## src/rtl/uart_pkg.sv

```systemverilog
// Shared UART arbiter definitions: FSM encoding, bit timing and parameter defaults.
// Combinational-only content; no latency or backpressure of its own.
package uart_pkg;

  localparam int UART_BIT_CYC    = 434;
  localparam int DEF_NREQ        = 4;
  localparam int DEF_TIMEOUT_CYC = 10 * UART_BIT_CYC;

  typedef enum logic [1:0] {
    IDLE    = 2'd0,
    XFER    = 2'd1,
    RELEASE = 2'd2
  } state_t;

  // Width of a requester index; a 1-bit floor keeps degenerate sizes legal.
  function automatic int ptr_w(input int n);
    return (n > 1) ? $clog2(n) : 1;
  endfunction

endpackage

```

## src/rtl/uart_tx_arb_if.sv

```systemverilog
// Requester/transmitter bundle; master = arbiter side, slave = requesters and transmitter.
// Pure wiring: zero latency, backpressure carried by req_ready/tx_ready.
interface uart_tx_arb_if import uart_pkg::*; #(
  parameter int NREQ = DEF_NREQ
) ();

  logic [NREQ-1:0]   req_valid;
  logic [8*NREQ-1:0] req_data;
  logic [NREQ-1:0]   req_last;
  logic [NREQ-1:0]   req_ready;
  logic              tx_valid;
  logic [7:0]        tx_data;
  logic              tx_ready;
  logic [NREQ-1:0]   grant;
  logic              busy;
  logic              to_flag;
  logic              to_clr;

  modport master (
    input  req_valid, req_data, req_last, tx_ready, to_clr,
    output req_ready, tx_valid, tx_data, grant, busy, to_flag
  );

  modport slave (
    output req_valid, req_data, req_last, tx_ready, to_clr,
    input  req_ready, tx_valid, tx_data, grant, busy, to_flag
  );

endinterface

```

## src/rtl/uart_rr_pick.sv

```systemverilog
// Round-robin picker: first request at or above rr_ptr, wrapping to 0.
// Combinational, zero latency; no backpressure.
module uart_rr_pick import uart_pkg::*; #(
  parameter int NREQ = DEF_NREQ,
  parameter int PW   = ptr_w(DEF_NREQ)
) (
  input  logic [NREQ-1:0] req,
  input  logic [PW-1:0]   rr_ptr,
  output logic [NREQ-1:0] win,
  output logic            any
);

  logic [PW-1:0] idx;

  always_comb begin
    win = '0;
    idx = '0;
    any = |req;
    for (int k = 0; k < NREQ; k++) begin
      idx = PW'((int'(rr_ptr) + k) % NREQ);
      if (win == '0 && req[idx]) begin
        win[idx] = 1'b1;
      end
    end
  end

endmodule

```

## src/rtl/uart_tx_arb.sv

```systemverilog
// Packet-level round-robin arbiter of NREQ byte streams onto one UART transmitter; grant lags request by one cycle.
// Bytes pass combinationally from owner to tx under tx_ready backpressure; UART_ARB_TIMEOUT_EN adds a stall timeout.
module uart_tx_arb import uart_pkg::*; #(
  parameter int NREQ        = DEF_NREQ,
  parameter int TIMEOUT_CYC = DEF_TIMEOUT_CYC
) (
  input  logic          CLK_50,
  input  logic          nRST,
  uart_tx_arb_if.master bus
);

  localparam int PW = ptr_w(NREQ);

  state_t          state, state_nx;
  logic [NREQ-1:0] grant_q, grant_nx;
  logic [PW-1:0]   owner, owner_nx;
  logic [PW-1:0]   rr_ptr, rr_ptr_nx;
  logic [NREQ-1:0] pick_win;
  logic            pick_any;
  logic [PW-1:0]   pick_idx;
  logic            owner_vld;
  logic            owner_last;
  logic            handshake;
  logic            timeout_evt;
  logic            tx_valid_c;
  logic [7:0]      tx_data_c;
  logic [NREQ-1:0] req_ready_c;

  uart_rr_pick #(.NREQ(NREQ), .PW(PW)) u_pick (
    .req    (bus.req_valid),
    .rr_ptr (rr_ptr),
    .win    (pick_win),
    .any    (pick_any)
  );

  always_comb begin
    pick_idx = '0;
    for (int k = 0; k < NREQ; k++) begin
      if (pick_win[k]) pick_idx = PW'(k);
    end
  end

  assign owner_vld  = bus.req_valid[owner];
  assign owner_last = bus.req_last[owner];
  assign handshake  = (state == XFER) && owner_vld && bus.tx_ready;

  always_ff @(posedge CLK_50 or negedge nRST) begin
    if (!nRST) begin
      state   <= IDLE;
      grant_q <= '0;
      owner   <= '0;
      rr_ptr  <= '0;
    end else begin
      state   <= state_nx;
      grant_q <= grant_nx;
      owner   <= owner_nx;
      rr_ptr  <= rr_ptr_nx;
    end
  end

  always_comb begin
    state_nx    = state;
    grant_nx    = grant_q;
    owner_nx    = owner;
    rr_ptr_nx   = rr_ptr;
    tx_valid_c  = 1'b0;
    tx_data_c   = '0;
    req_ready_c = '0;
    case (state)
      IDLE: begin
        if (pick_any) begin
          state_nx = XFER;
          grant_nx = pick_win;
          owner_nx = pick_idx;
        end
      end
      XFER: begin
        tx_valid_c         = owner_vld;
        tx_data_c          = bus.req_data[8*owner +: 8];
        req_ready_c[owner] = bus.tx_ready;
        if ((handshake && owner_last) || timeout_evt) begin
          state_nx = RELEASE;
          grant_nx = '0;
        end
      end
      RELEASE: begin
        state_nx  = IDLE;
        rr_ptr_nx = (owner == PW'(NREQ - 1)) ? '0 : owner + 1'b1;
      end
      default: begin
        state_nx = IDLE;
        grant_nx = '0;
      end
    endcase
  end

`ifdef UART_ARB_TIMEOUT_EN
  logic [12:0] stall_cnt;
  logic        to_flag_q;

  // Fires on the cycle that would make the stall count reach TIMEOUT_CYC.
  assign timeout_evt = (state == XFER) && !owner_vld &&
                       (stall_cnt == 13'(TIMEOUT_CYC - 1));

  always_ff @(posedge CLK_50 or negedge nRST) begin
    if (!nRST) begin
      stall_cnt <= '0;
      to_flag_q <= 1'b0;
    end else begin
      if (state != XFER || owner_vld || timeout_evt) begin
        stall_cnt <= '0;
      end else begin
        stall_cnt <= stall_cnt + 13'd1;
      end
      if (timeout_evt) begin
        to_flag_q <= 1'b1;
      end else if (bus.to_clr) begin
        to_flag_q <= 1'b0;
      end
    end
  end

  assign bus.to_flag = to_flag_q;
`else
  logic unused_to;
  assign unused_to   = ^{bus.to_clr, 13'(TIMEOUT_CYC)};
  assign timeout_evt = 1'b0;
  assign bus.to_flag = 1'b0;
`endif

  assign bus.tx_valid  = tx_valid_c;
  assign bus.tx_data   = tx_data_c;
  assign bus.req_ready = req_ready_c;
  assign bus.grant     = grant_q;
  assign bus.busy      = (state == XFER);

endmodule

```

## src/flat_wrapper.sv

```systemverilog
// flat-port wrapper written by rule: the top's interface ports become plain ports
module uart_tx_arb_flat import uart_pkg::*;
#(
  parameter int NREQ        = DEF_NREQ,
  parameter int TIMEOUT_CYC = DEF_TIMEOUT_CYC
)
  (CLK_50, nRST, bus_req_valid, bus_req_data, bus_req_last, bus_tx_ready, bus_to_clr, bus_req_ready, bus_tx_valid, bus_tx_data, bus_grant, bus_busy, bus_to_flag);
  uart_tx_arb_if #(.NREQ(NREQ)) bus_i ();
  input  logic CLK_50;
  input  logic nRST;
  input wire logic [$bits(bus_i.req_valid)-1:0] bus_req_valid;
  input wire logic [$bits(bus_i.req_data)-1:0] bus_req_data;
  input wire logic [$bits(bus_i.req_last)-1:0] bus_req_last;
  input wire logic [$bits(bus_i.tx_ready)-1:0] bus_tx_ready;
  input wire logic [$bits(bus_i.to_clr)-1:0] bus_to_clr;
  output wire logic [$bits(bus_i.req_ready)-1:0] bus_req_ready;
  output wire logic [$bits(bus_i.tx_valid)-1:0] bus_tx_valid;
  output wire logic [$bits(bus_i.tx_data)-1:0] bus_tx_data;
  output wire logic [$bits(bus_i.grant)-1:0] bus_grant;
  output wire logic [$bits(bus_i.busy)-1:0] bus_busy;
  output wire logic [$bits(bus_i.to_flag)-1:0] bus_to_flag;
  assign bus_i.req_valid = bus_req_valid;
  assign bus_i.req_data = bus_req_data;
  assign bus_i.req_last = bus_req_last;
  assign bus_i.tx_ready = bus_tx_ready;
  assign bus_i.to_clr = bus_to_clr;
  assign bus_req_ready = bus_i.req_ready;
  assign bus_tx_valid = bus_i.tx_valid;
  assign bus_tx_data = bus_i.tx_data;
  assign bus_grant = bus_i.grant;
  assign bus_busy = bus_i.busy;
  assign bus_to_flag = bus_i.to_flag;
  uart_tx_arb #(.NREQ(NREQ), .TIMEOUT_CYC(TIMEOUT_CYC)) u_core (.CLK_50(CLK_50), .nRST(nRST), .bus(bus_i));
endmodule
```

## config.mk

```make
export PLATFORM = sky130hd
export DESIGN_NAME = uart_tx_arb_flat
export DESIGN_NICKNAME = d
export VERILOG_FILES = /design/src/rtl/uart_pkg.sv /design/src/rtl/uart_tx_arb_if.sv /design/src/rtl/uart_rr_pick.sv /design/src/rtl/uart_tx_arb.sv /design/src/flat_wrapper.sv
export SDC_FILE = /design/constraint.sdc
export NUM_CORES = 1
export LEC_CHECK = 0
export ABC_AREA = 1
export BUFFER_PORTS_ARGS = -buffer_cell sky130_fd_sc_hd__buf_2
export CAP_MARGIN = 20
export CORE_UTILIZATION = 31
export CTS_CLUSTER_DIAMETER = 150
export CTS_CLUSTER_SIZE = 28
export DETAILED_ROUTE_END_ITERATION = 7
export RECOVER_POWER = 100
export SLEW_MARGIN = 20
export SYNTH_ARGS = -nofsm -noshare
export SYNTH_HDL_FRONTEND = slang
export SYNTH_SLANG_ARGS = --single-unit
export TNS_END_PERCENT = 1
```

## constraint.sdc

```tcl
create_clock -name CLK_50 -period 2.05 [get_ports CLK_50]
set_clock_uncertainty 0.05 [all_clocks]
set_input_delay 0.3075 -clock CLK_50 [delete_from_list [all_inputs] [get_ports CLK_50]]
set_output_delay 0.3075 -clock CLK_50 [all_outputs]
set_load 0.02 [all_outputs]
```

; ---- Word-level counts from Yosys, hierarchy flattened
; Cells that the tools add are included.
[totals]
elab_cells = 87
inputBits = 44
out_inout_bits = 19
reg_bits = 10
[classes]
n_bitwise = 5
n_reduce_logical = 19
eq_ne = 5
shift = 1
add_sub_neg = 4
order_cmp = 10
mux = 39
[op_table]
columns = operator, count
row1 = 32-bit by 6-bit variable part select with 8-bit output, 1
row2 = 4-bit 2-to-1 mux, 7
row3 = "2-bit by 3-bit less-than comparator with 1-bit output, second input constant", 5
row4 = 1-bit 2-to-1 mux, 13
row5 = 1-bit binary-select mux with 2-bit select, 6
row6 = 4-bit zero test, 3
row7 = 4-bit OR, 3
row8 = 4-bit one-hot mux with 3 select lines, 1
row9 = 1-bit logical AND, 11
row10 = 1-bit demux with 2-bit select, 5
row11 = "2-bit by 1-bit >= comparator with 1-bit output, second input constant", 5
row12 = 2-bit 2-to-1 mux, 5
row13 = 8-bit 2-to-1 mux, 1
row14 = "2-bit by 1-bit adder with 2-bit output, second input constant", 2
row15 = "2-bit adder, second input constant", 2
row16 = 4-bit AND, 1
row17 = "2-bit == test, second input constant", 2
row18 = "2-bit by 1-bit != test with 1-bit output, second input constant", 2
row19 = 2-bit one-hot mux with 2 select lines, 1
row20 = 2-bit AND reduction, 2
row21 = 4-bit OR reduction, 1
row22 = 3-bit AND reduction, 1
row23 = "2-bit by 1-bit == test with 1-bit output, second input constant", 1
row24 = 2-bit zero test, 1
row25 = 1-bit NOT, 1

; ---- Longest topological paths before layout
; Gate-level depths: netlist of run 1.
[logic_depth]
depth_word = 17
depth_mapped = 19
depth_no_buf = 19

; ---- By module
; From an unflattened synthesis of run 1, not the netlist that was laid out.
[unflattened]
hier_cells = 239
hier_area_um2 = 1450.1
[by_module_without_submodules]
columns = mod, cells_per_inst, instances, seq_area_each_um2, area_per_inst_um2
row1 = uart_tx_arb, 153, 1, 250.2, 934.6
row2 = uart_rr_pick, 86, 1, 0.0, 515.5

; ---- Worst setup path before layout of run 1
; No wires, ideal clock.
[synth_path]
path_kind = flip-flop to flip-flop
start = register u_core.rr_ptr[0]
end = register u_core.owner[0]
arrival_time_ps = 2038
slack_ps = -160
setup_ps = 122
path_buffers = 0
synth_period_minus_slack_ps = 2210
required_ps = 1878
path_stages_with_launch = 15
path_cell_list = dfrtp_1 -> inv_2 -> ha_1 -> o31ai_2 -> nand3_2 -> nand3_2 -> nor2_2 -> nand3_1 -> nand2_2 -> nor2_4 -> nand3_1 -> nand2_2 -> inv_2 -> nand2_2 -> a21oi_2
[synth_via]
elab_chain_cells = 17
elab_cells_between_ends = 47
cone_classes = 3 x add/sub / 8 x order compare / 23 x mux / 3 x bitwise / 10 x reduce/logical
[synth_lines]
columns = item, line
row1 = from (decl), uart_tx_arb.sv:17  ; logic [PW-1:0] rr_ptr, rr_ptr_nx;
row2 = from (signal assigned), uart_tx_arb.sv:57  ; rr_ptr <= rr_ptr_nx;
row3 = "parallel branches: the longest is 13 deep, another holds 2-bit by 3-bit less-than comparator with 1-bit output", n/a
row4 = 4-bit 2-to-1 mux *, uart_rr_pick.sv:21  ; if (win == '0 && req[idx]) begin
row5 = 1-bit 2-to-1 mux, uart_tx_arb.sv:39  ; if (pick_win[k]) pick_idx = PW'(k);
row6 = 2-bit 2-to-1 mux, uart_tx_arb.sv:39
row7 = 2-bit 2-to-1 mux *, uart_tx_arb.sv:39
row8 = to (signal assigned), uart_tx_arb.sv:56  ; owner <= owner_nx;
row9 = to (decl), uart_tx_arb.sv:16  ; logic [PW-1:0] owner, owner_nx;
; Mark *: on every way between the ends. The select of a mux whose other input is x is not followed.
; A chain may end at the register's enable or synchronous reset.

; ---- Worst setup path in the final report of run 1
; Ends and elaborated chain as after synthesis.

==> results_dict.tcl, run 1 <==
set metrics [dict create \
    report.final.slew_viol_count 0 \
    dr.pass1.iters 4 \
    setup_slack_ns -0.104 \
    synth_nets 276 \
    place_inst 351 \
    vias 1642 \
    grt_use_met1 0.244 \
    cp_common_cell "nand2_2" \
    utilization 0.517 \
    clkTransAtPathRegs_ns 0.05 \
    cts_buffers 3 \
    io_pins 63 \
    layout-drive-gt1-share 0.462 \
    worstSkewPairLatency_ns 0.24 \
    initial_core_util 0.330 \
    core.rowCount 23 \
    hold_class "flip-flop to flip-flop" \
    die_w_um 67.7 \
    dp_hpwl_um 2940 \
    die-area_um2 4580 \
    status "finished, violations left" \
    dpl_cell_area_um2 1900 \
    p_leak_nw 1.10 \
    path_class "flip-flop to flip-flop" \
    vdd_ir_drop_max_mv 0.776 \
    fin_crit_sh 1.05 \
    rsz0062_at_grt "yes" \
    grt-ovfl-total 0 \
    met3_usage 0.0253 \
    startpoint_type "flip-flop" \
    cp_max_fo 5 \
    final-hold-violation-count 0 \
    busiest_layer "met2" \
    powerDensity_nw_per_um2 1710 \
    ys_seq_elements 10 \
    yosysUniqueCellTypes 26 \
    fin_area_um2 2100 \
    antenna_found_initial 0 \
    slowest_stage "dfrtp_2" \
    avgSynthCellArea_um2 6.08 \
    portBuffers 60 \
    required_ns 2.13 \
    gp_congestion 0.775 \
    grt_max_degree 21 \
    clock-sinks 10 \
    synthToLayoutAreaGrowth_pct 57.0 \
    slowest_delay_ns 0.44 \
    netlist_area_um2 1340 \
    synth_warnings 0 \
    end_kind "flip-flop" \
    cts_tree "yes" \
    root_buffer "clkbuf_8" \
    num_antenna_cells 0 \
    drc 0 \
    cts_buffer_depth 2 \
    wl_um 3860 \
    setup_viol 6 \
    via_per_inst 4.54 \
    instances_no_fill 362 \
    timing.fmax_mhz 464 \
    nNetsFinal 369 \
    grt_pass1_wl_um 5950 \
    fp.dieH_um 67.7 \
    synth_cells 220 \
    dpl_worst_slack_ns -0.112 \
    relSlewSlack 0.653 \
    worst_pin_slew_ns 0.520 \
    ant_nets 0 \
    worstPathCellList "inv_4 -> ha_4 -> inv_4 -> nand3_2 -> nand2_2 -> inv_2 -> nand2_2 -> inv_4 -> nand3_4 -> nand3_4 -> nor2_4 -> nand3_2 -> nand2_2 -> nor2_4 -> nand3_1 -> nand2_2 -> nor2_2 -> a21oi_2" \
    avgRoutedWirePerCell_um 10.7 \
    grt_usage 0.166 \
    htreeDepth 1 \
    violations "negative setup slack" \
    worst-path-buf-inv 4 \
    min_period_ns 2.15 \
    drtIter0Drc 27 \
    arrival_ns 2.23 \
    use_met2 0.256 \
    ys_seq_area_frac 0.187 \
    drv_cap 0 \
    grt_pass1_vias 1409 \
    cpLargestDelayFamily "simple AND/OR/NAND/NOR gates" \
    coreArea_um2 4060 \
]
## tightest hold or removal path, delay by kind of cell (launching register included)
kind | cells | cell delay [ns]
DFF | 1 | 0.34
and+or+nand+nor | 2 | 0.10
## sequential cells by signal, indices dropped and copies added, names as in the netlist
name,flops
u_core.bus.grant,4
u_core.owner,2
u_core.rr_ptr,2
u_core.state,2
## logic make-up after synthesis
kind of cell	share of synthesized area
compound gates	0.165
fa+ha+maj	0.112
buf+inv	0.0917
flops	0.187
other cells	0.00280
simple gates	0.442
## cells in the final DEF, fill, tap and decap left out, drive strengths merged
| master | Yosys | layout |
|---|---|---|
| nor4 | 1 | 1 |
| clkinv | 1 | 1 |
| a31oi | 1 | 1 |
| o21ai | 25 | 25 |
| and3 | 1 | 1 |
| a21oi | 13 | 13 |
| ha | 12 | 12 |
| nor2 | 50 | 50 |
| dlygate4sd3 | 0 | 1 |
| dfrtp | 10 | 10 |
| clkbuf | 3 | 14 |
| buf | 4 | 84 |
| inv | 21 | 21 |
| nand3 | 21 | 21 |
| o31ai | 1 | 1 |
| conb | 1 | 1 |
| a211oi | 1 | 1 |
| nand2 | 54 | 54 |
## cell type report
cell class / instances / area, um2
clock buffers: 4 / 55.1
fillers: 409 / 1960
inverters: 22 / 93.8
multi-input cells: 181 / 1080
flip-flops and latches: 10 / 253
well taps: 50 / 62.6
repair buffers: 95 / 554
## synth_stat cells (all sizes together)
cell / count / area, um2
a211oi: 1 / 7.51
a21oi: 13 / 68.8
a31oi: 1 / 6.26
and3: 1 / 6.26
buf: 4 / 28.8
clkbuf: 3 / 11.3
clkinv: 1 / 3.75
conb: 1 / 3.75
dfrtp: 10 / 250
ha: 12 / 150
inv: 21 / 78.8
nand2: 54 / 235
nand3: 21 / 135
nor2: 50 / 208
nor4: 1 / 6.26
o21ai: 25 / 125
o31ai: 1 / 12.5
## report_power, final
part | internal [mW] | switching, mW
Sequential | 0.285 | 0.0871
Combinational | 1.21 | 1.77
Clock | 0.169 | 0.0793
Total | 1.66 | 1.94
## layer usage
metal	routed length [um]	part of all wire
met5	0	0
met1	1920	0.50
met3	101	0.026
met4	0	0
met2	1840	0.48
## through the flow
stage | total power [mW] | hold slack [ns] | TNS, ns
3_5_place_dp | 3.01 | 0.125 | -0.426
2_1_floorplan | 2.19 | -0.0381 | -0.0158
6_report | 3.60 | 0.423 | -0.337
4_1_cts | 3.33 | 0.410 | -0.186
3_3_place_gp | 3.00 | 0.124 | -0.358
5_1_grt | 3.99 | 0.448 | -2.01
## what timing repair did
item	in CTS	in global routing
pin swaps	2	17
endpoints found under the setup margin	16	15
hold buffers	1	0
resized for setup	3	22
endpoints found under the hold margin	10	0
setup buffers	3	3
## path summary, 6_finish.rpt
path                       cells after the start  slack, ns                   to           startpoint
min in group asynchronous                      2       0.50  u_core.bus.grant[0]                 nRST
max                                           18      -0.10      u_core.owner[0]     u_core.rr_ptr[0]
min                                            2       0.42  u_core.bus.grant[0]  u_core.bus.grant[0]
max reg2reg                                   18      -0.10      u_core.owner[0]     u_core.rr_ptr[0]
max in group asynchronous                      2       1.07     u_core.rr_ptr[1]                 nRST
min reg2reg                                    2       0.42  u_core.bus.grant[0]  u_core.bus.grant[0]
No activity file was read; power rests on OpenSTA's default activity.
==> run 2, diff against run 1 <==
- SYNTH_HIERARCHICAL: default -> 1
==> results_dict.tcl, run 2 <==
set metrics [dict create \
    root_buffer "clkbuf_8" \
    drtIter0Drc 61 \
    synth_top_area_share 0.173 \
    avgRoutedWirePerCell_um 10.8 \
    path_class "flip-flop to flip-flop" \
    layout-drive-gt1-share 0.442 \
    htreeDepth 1 \
    holdPathEnd "u_core/bus.grant[1]" \
    maxUsedRoutingLayer "met4" \
    reg2reg_from "u_core/rr_ptr[0]" \
    synth_nets 295 \
    synth_warnings 6 \
    arrival_ns 2.29 \
    synthArstFlopShare 1.00 \
    gp_congestion 0.769 \
    mostFrequentLayoutCells "44 x buf_2, 44 x nor2_1, 43 x nand2_1, 27 x buf_4, 25 x inv_1" \
    hold_start "u_core/bus.grant[1]" \
    fp.dieH_um 70.4 \
    initial_core_util 0.329 \
    core.rowCount 24 \
    r2r_cells 19 \
    synthToLayoutAreaGrowth_pct 53.1 \
    ant_nets 0 \
    status "finished, violations left" \
    grt_pass1_vias 1612 \
    synth-edff-count 0 \
    p_total_mw 3.68 \
    vias 1742 \
    grt_usage 0.157 \
    ys_seq_area_frac 0.173 \
    synthTopCellsByArea "dfrtp_1 17%, nand2_1 12%, nor2_1 12%" \
    ys_seq_elements 10 \
    synth_commonest_cells "47 x nand2_1, 45 x nor2_1, 28 x inv_1" \
    io_pins 63 \
    yosysUniqueCellTypes 25 \
    die_w_um 70.4 \
    required_ns 2.11 \
    drc 0 \
    r2r_setup_slack_ns -0.19 \
    netlist_area_um2 1450 \
    r2r_end "u_core/owner[0]" \
    violations "negative setup slack" \
    dp_hpwl_um 3040 \
    antenna_found_initial 0 \
    rsz0062_at_grt "yes" \
    report.final.slew_viol_count 0 \
    setup_viol 6 \
    powerDensity_nw_per_um2 1660 \
    p_leak_nw 1.21 \
    fin_setup_tns_ns -0.862 \
    clkTransAtPathRegs_ns 0.05 \
    holdPathStages 2 \
    cts_buffers 3 \
    cp_max_fo 4 \
    grt-ovfl-total 0 \
    dpl_worst_slack_ns -0.189 \
    end_kind "flip-flop" \
    coreArea_um2 4410 \
    cts_buffer_depth 2 \
    wl_met3_um 133 \
    relSlewSlack 0.643 \
    place_inst 365 \
    vdd_ir_drop_max_mv 0.496 \
    synth_cells 239 \
    wl_um 4090 \
    clock-sinks 10 \
    synth_top_cell_by_area "dfrtp_1" \
    fin_crit_sh 1.09 \
    ys.flop_type "dfrtp_1" \
    instances_no_fill 378 \
    die-area_um2 4960 \
    dr.pass1.iters 4 \
    startpoint_type "flip-flop" \
    m1WireLength_um 1850 \
    grt_pass1_wl_um 6610 \
    synthMostInstantiatedCell "nand2_1" \
    largest_reg_flops 4 \
    final-hold-violation-count 0 \
    grt_max_degree 24 \
    route.met2.wl_um 2100 \
    drv_cap 0 \
    via_per_inst 4.61 \
    cts_tree "yes" \
    worst_pin_slew_ns 0.534 \
    timing.fmax_mhz 447 \
    portBuffers 60 \
    hold_class "flip-flop to flip-flop" \
    worstSkewPairLatency_ns 0.23 \
    nNetsFinal 383 \
    avgSynthCellArea_um2 6.07 \
    setup_slack_ns -0.187 \
    num_antenna_cells 0 \
    min_period_ns 2.24 \
]
-- run 2: metrics by stage --
stage | utilization | cell area (um2) | hold WS [ns]
after floorplan | - | 1490 | -0.0381
after detailed placement | 0.447 | 1970 | 0.128
after global placement | 0.447 | 1970 | 0.126
final | 0.503 | 2220 | 0.416
after global routing | 0.503 | 2220 | 0.445
after CTS | 0.480 | 2120 | 0.414
-- run 2: kinds of logic after synthesis --
logic type               after synthesis  synth area share
AND/OR/NAND/NOR                      141             0.469
buffers and inverters                 42             0.130
AO/OA/AOI/OAI                         33             0.122
adder cells (fa/ha/maj)               12             0.104
flip-flops                            10             0.173
other                                  1           0.00259
-- run 2: critical path, stage by stage, from the launching register on --
cell and delay [ns]:
dfrtp_2 0.42, inv_4 0.07, ha_4 0.27, inv_2 0.04
nand3_2 0.05, nand2_2 0.07, inv_4 0.05, nand2_4 0.05
inv_6 0.08, nand3_4 0.08, nand2_4 0.09, nor2_2 0.05
nand3_2 0.07, nand3_2 0.09, nor2_4 0.17, nand3_2 0.09
nand2_2 0.08, nor2_1 0.05, o21ai_1 0.11, o21ai_1 0.07
-- run 2: worst max-delay path by stage --
stage	from	slack [ns]	to	depth (start not counted)
6_report	u_core/rr_ptr[0]	-0.19	u_core/owner[0]	19
5_1_grt	u_core/rr_ptr[0]	-0.38	u_core/owner[0]	19
4_1_cts	u_core/rr_ptr[0]	-0.17	u_core/bus.grant[2]	19
3_5_place_dp	u_core/rr_ptr[0]	-0.19	u_core/owner[0]	20
3_3_place_gp	u_core/rr_ptr[0]	-0.19	u_core/owner[0]	20
2_1_floorplan	u_core/rr_ptr[0]	-0.1	u_core/owner[0]	20
-- run 2: repair_timing --
item                                    4_1_cts  5_1_grt
buffers inserted                              5        3
pin swaps                                    19       25
hold endpoints to repair                     10        0
hold buffers                                  1        0
resized for setup                            11       24
endpoints found under the setup margin        6        6
-- run 2: per-layer routing --
layer  track usage  vias up
met5             0        -
met4        0.0156        0
met3        0.0289        2
met2         0.281       27
met1         0.200      785
li1              -      928
-- run 2: report_power, final --
group / switching [mW] / internal (mW) / leakage (nW)
Sequential: 0.0690 / 0.276 / 0.126
Clock: 0.0767 / 0.169 / 0.0288
Combinational: 1.83 / 1.26 / 1.05
Total: 1.97 / 1.71 / 1.21
-- run 2: final cells by class --
type / instances / area [um2]
multi-input cells: 187 / 1160
clock buffers: 4 / 55.1
well taps: 52 / 65.1
inverters: 34 / 140
fillers: 453 / 2190
flip-flops and latches: 10 / 253
repair buffers: 91 / 548
==> run 3, diff against run 2 <==
- RECOVER_POWER: 100 -> default
==> results_dict.tcl, run 3 (same netlist as run 2, synthesis figures left out) <==
set metrics [dict create \
    die-area_um2 4960 \
    layout_commonest_cell "buf_2" \
    grt-ovfl-total 0 \
    largest_reg_flops 4 \
    htreeDepth 1 \
    fin_crit_sh 1.09 \
    avgRoutedWirePerCell_um 10.8 \
    clkTransAtPathRegs_ns 0.05 \
    ant_nets 0 \
    mostFrequentLayoutCells "60 x buf_2, 44 x nor2_1, 42 x nand2_1, 27 x buf_4, 25 x inv_1" \
    hold_class "primary input to async pin" \
    root_buffer "clkbuf_8" \
    cp_common_cell "nand3_2" \
    grt_usage 0.157 \
    setup_viol 6 \
    worstPathCellList "inv_4 -> ha_4 -> inv_2 -> nand3_2 -> nand2_2 -> inv_4 -> nand2_4 -> inv_6 -> nand3_4 -> nand2_4 -> nor2_2 -> nand3_2 -> nand3_2 -> nor2_4 -> nand3_2 -> nand2_2 -> nor2_1 -> o21ai_1 -> o21ai_1" \
    layout-drive-gt1-share 0.466 \
    antenna_found_initial 0 \
    worst_pin_slew_ns 0.537 \
    fin_area_um2 2240 \
    rsz0062_at_grt "yes" \
    final-hold-violation-count 0 \
    fin_setup_tns_ns -0.863 \
    num_antenna_cells 0 \
    r2r_setup_slack_ns -0.19 \
    coreArea_um2 4410 \
    powerDensity_nw_per_um2 1660 \
    dr.pass1.iters 4 \
    cts_tree "yes" \
    drv_cap 0 \
    cts_buffer_depth 2 \
    wl_um 4080 \
    fp.dieH_um 70.4 \
    utilization 0.507 \
    timing.fmax_mhz 447 \
    clock-sinks 10 \
    initial_core_util 0.329 \
    slowest_delay_ns 0.42 \
    drc 0 \
    grt_pass1_wl_um 6610 \
    slowest_stage "dfrtp_2" \
    vdd_ir_drop_max_mv 0.498 \
    p_total_mw 3.70 \
    drtIter0Drc 59 \
    violations "negative setup slack" \
    synthToLayoutAreaGrowth_pct 54.2 \
    startpoint_type "flip-flop" \
    min_period_ns 2.24 \
    end_kind "flip-flop" \
    dp_hpwl_um 3040 \
    gp_congestion 0.769 \
    relSlewSlack 0.641 \
    required_ns 2.11 \
    instances_no_fill 378 \
    setup_slack_ns -0.186 \
    io_pins 63 \
    grt_max_degree 24 \
    report.final.slew_viol_count 0 \
    die_w_um 70.4 \
    worstSkewPairLatency_ns 0.23 \
    nNetsFinal 383 \
    cts_buffers 3 \
    via_per_inst 4.59 \
    arrival_ns 2.29 \
    status "finished, violations left" \
    vias 1736 \
    p_leak_nw 1.23 \
    cp_max_fo 4 \
    path_class "flip-flop to flip-flop" \
    core.rowCount 24 \
    grt_pass1_vias 1612 \
    dpl_cell_area_um2 1970 \
    place_inst 365 \
    portBuffers 60 \
]
run 3: metal layers:
metal / GRT usage / vias to the layer above / share of wire
met3: 0.0289 / 2 / 0.023
li1: - / 925 / -
met4: 0.0156 / 0 / 0.0024
met5: 0 / - / 0
met1: 0.200 / 785 / 0.46
met2: 0.281 / 24 / 0.52
run 3: report_power, final:
group	internal [mW]	switching, mW
sequential	0.276	0.0681
combinational	1.28	1.83
clock	0.169	0.0770
run 3: stage by stage:
stage	setup WS [ns]	hold slack, ns
global route	-0.378	0.423
global placement	-0.192	0.126
detailed placement	-0.189	0.128
CTS	-0.170	0.414
finish	-0.186	0.406
floorplan	-0.0970	-0.0381
run 3: worst paths after layout:
kind,from,endpoint,cells after the start
max,u_core/rr_ptr[0],u_core/owner[0],19
min,nRST,u_core/bus.grant[0],2
max reg2reg,u_core/rr_ptr[0],u_core/owner[0],19
min reg2reg,u_core/bus.grant[1],u_core/bus.grant[1],2
max in group asynchronous,nRST,u_core/rr_ptr[0],2
min in group CLK_50,u_core/bus.grant[1],u_core/bus.grant[1],2
run 3: worst max-delay path, delay by kind of cell (launching register included):
family                     cells  cell delay (ns)
AOI/OAI and AO/OA              2             0.18
adders and majority gates      1             0.27
buffers and inverters          4             0.24
DFF                            1             0.42
and+or+nand+nor               12             0.94
run 3: layout make-up:
type | count | area, um2
clock buffers | 4 | 55.1
fillers | 447 | 2180
inverters | 34 | 140
multi-input cells | 187 | 1170
flip-flops and latches | 10 | 253
well taps | 52 | 65.1
repair buffers | 91 | 556
run 3: timing repair:
action	in CTS	in global routing
buffers inserted	5	3
endpoints found under the setup margin	6	6
resized for setup	11	24
hold buffers	1	0
hold endpoints to repair	10	0
pin swaps	19	25
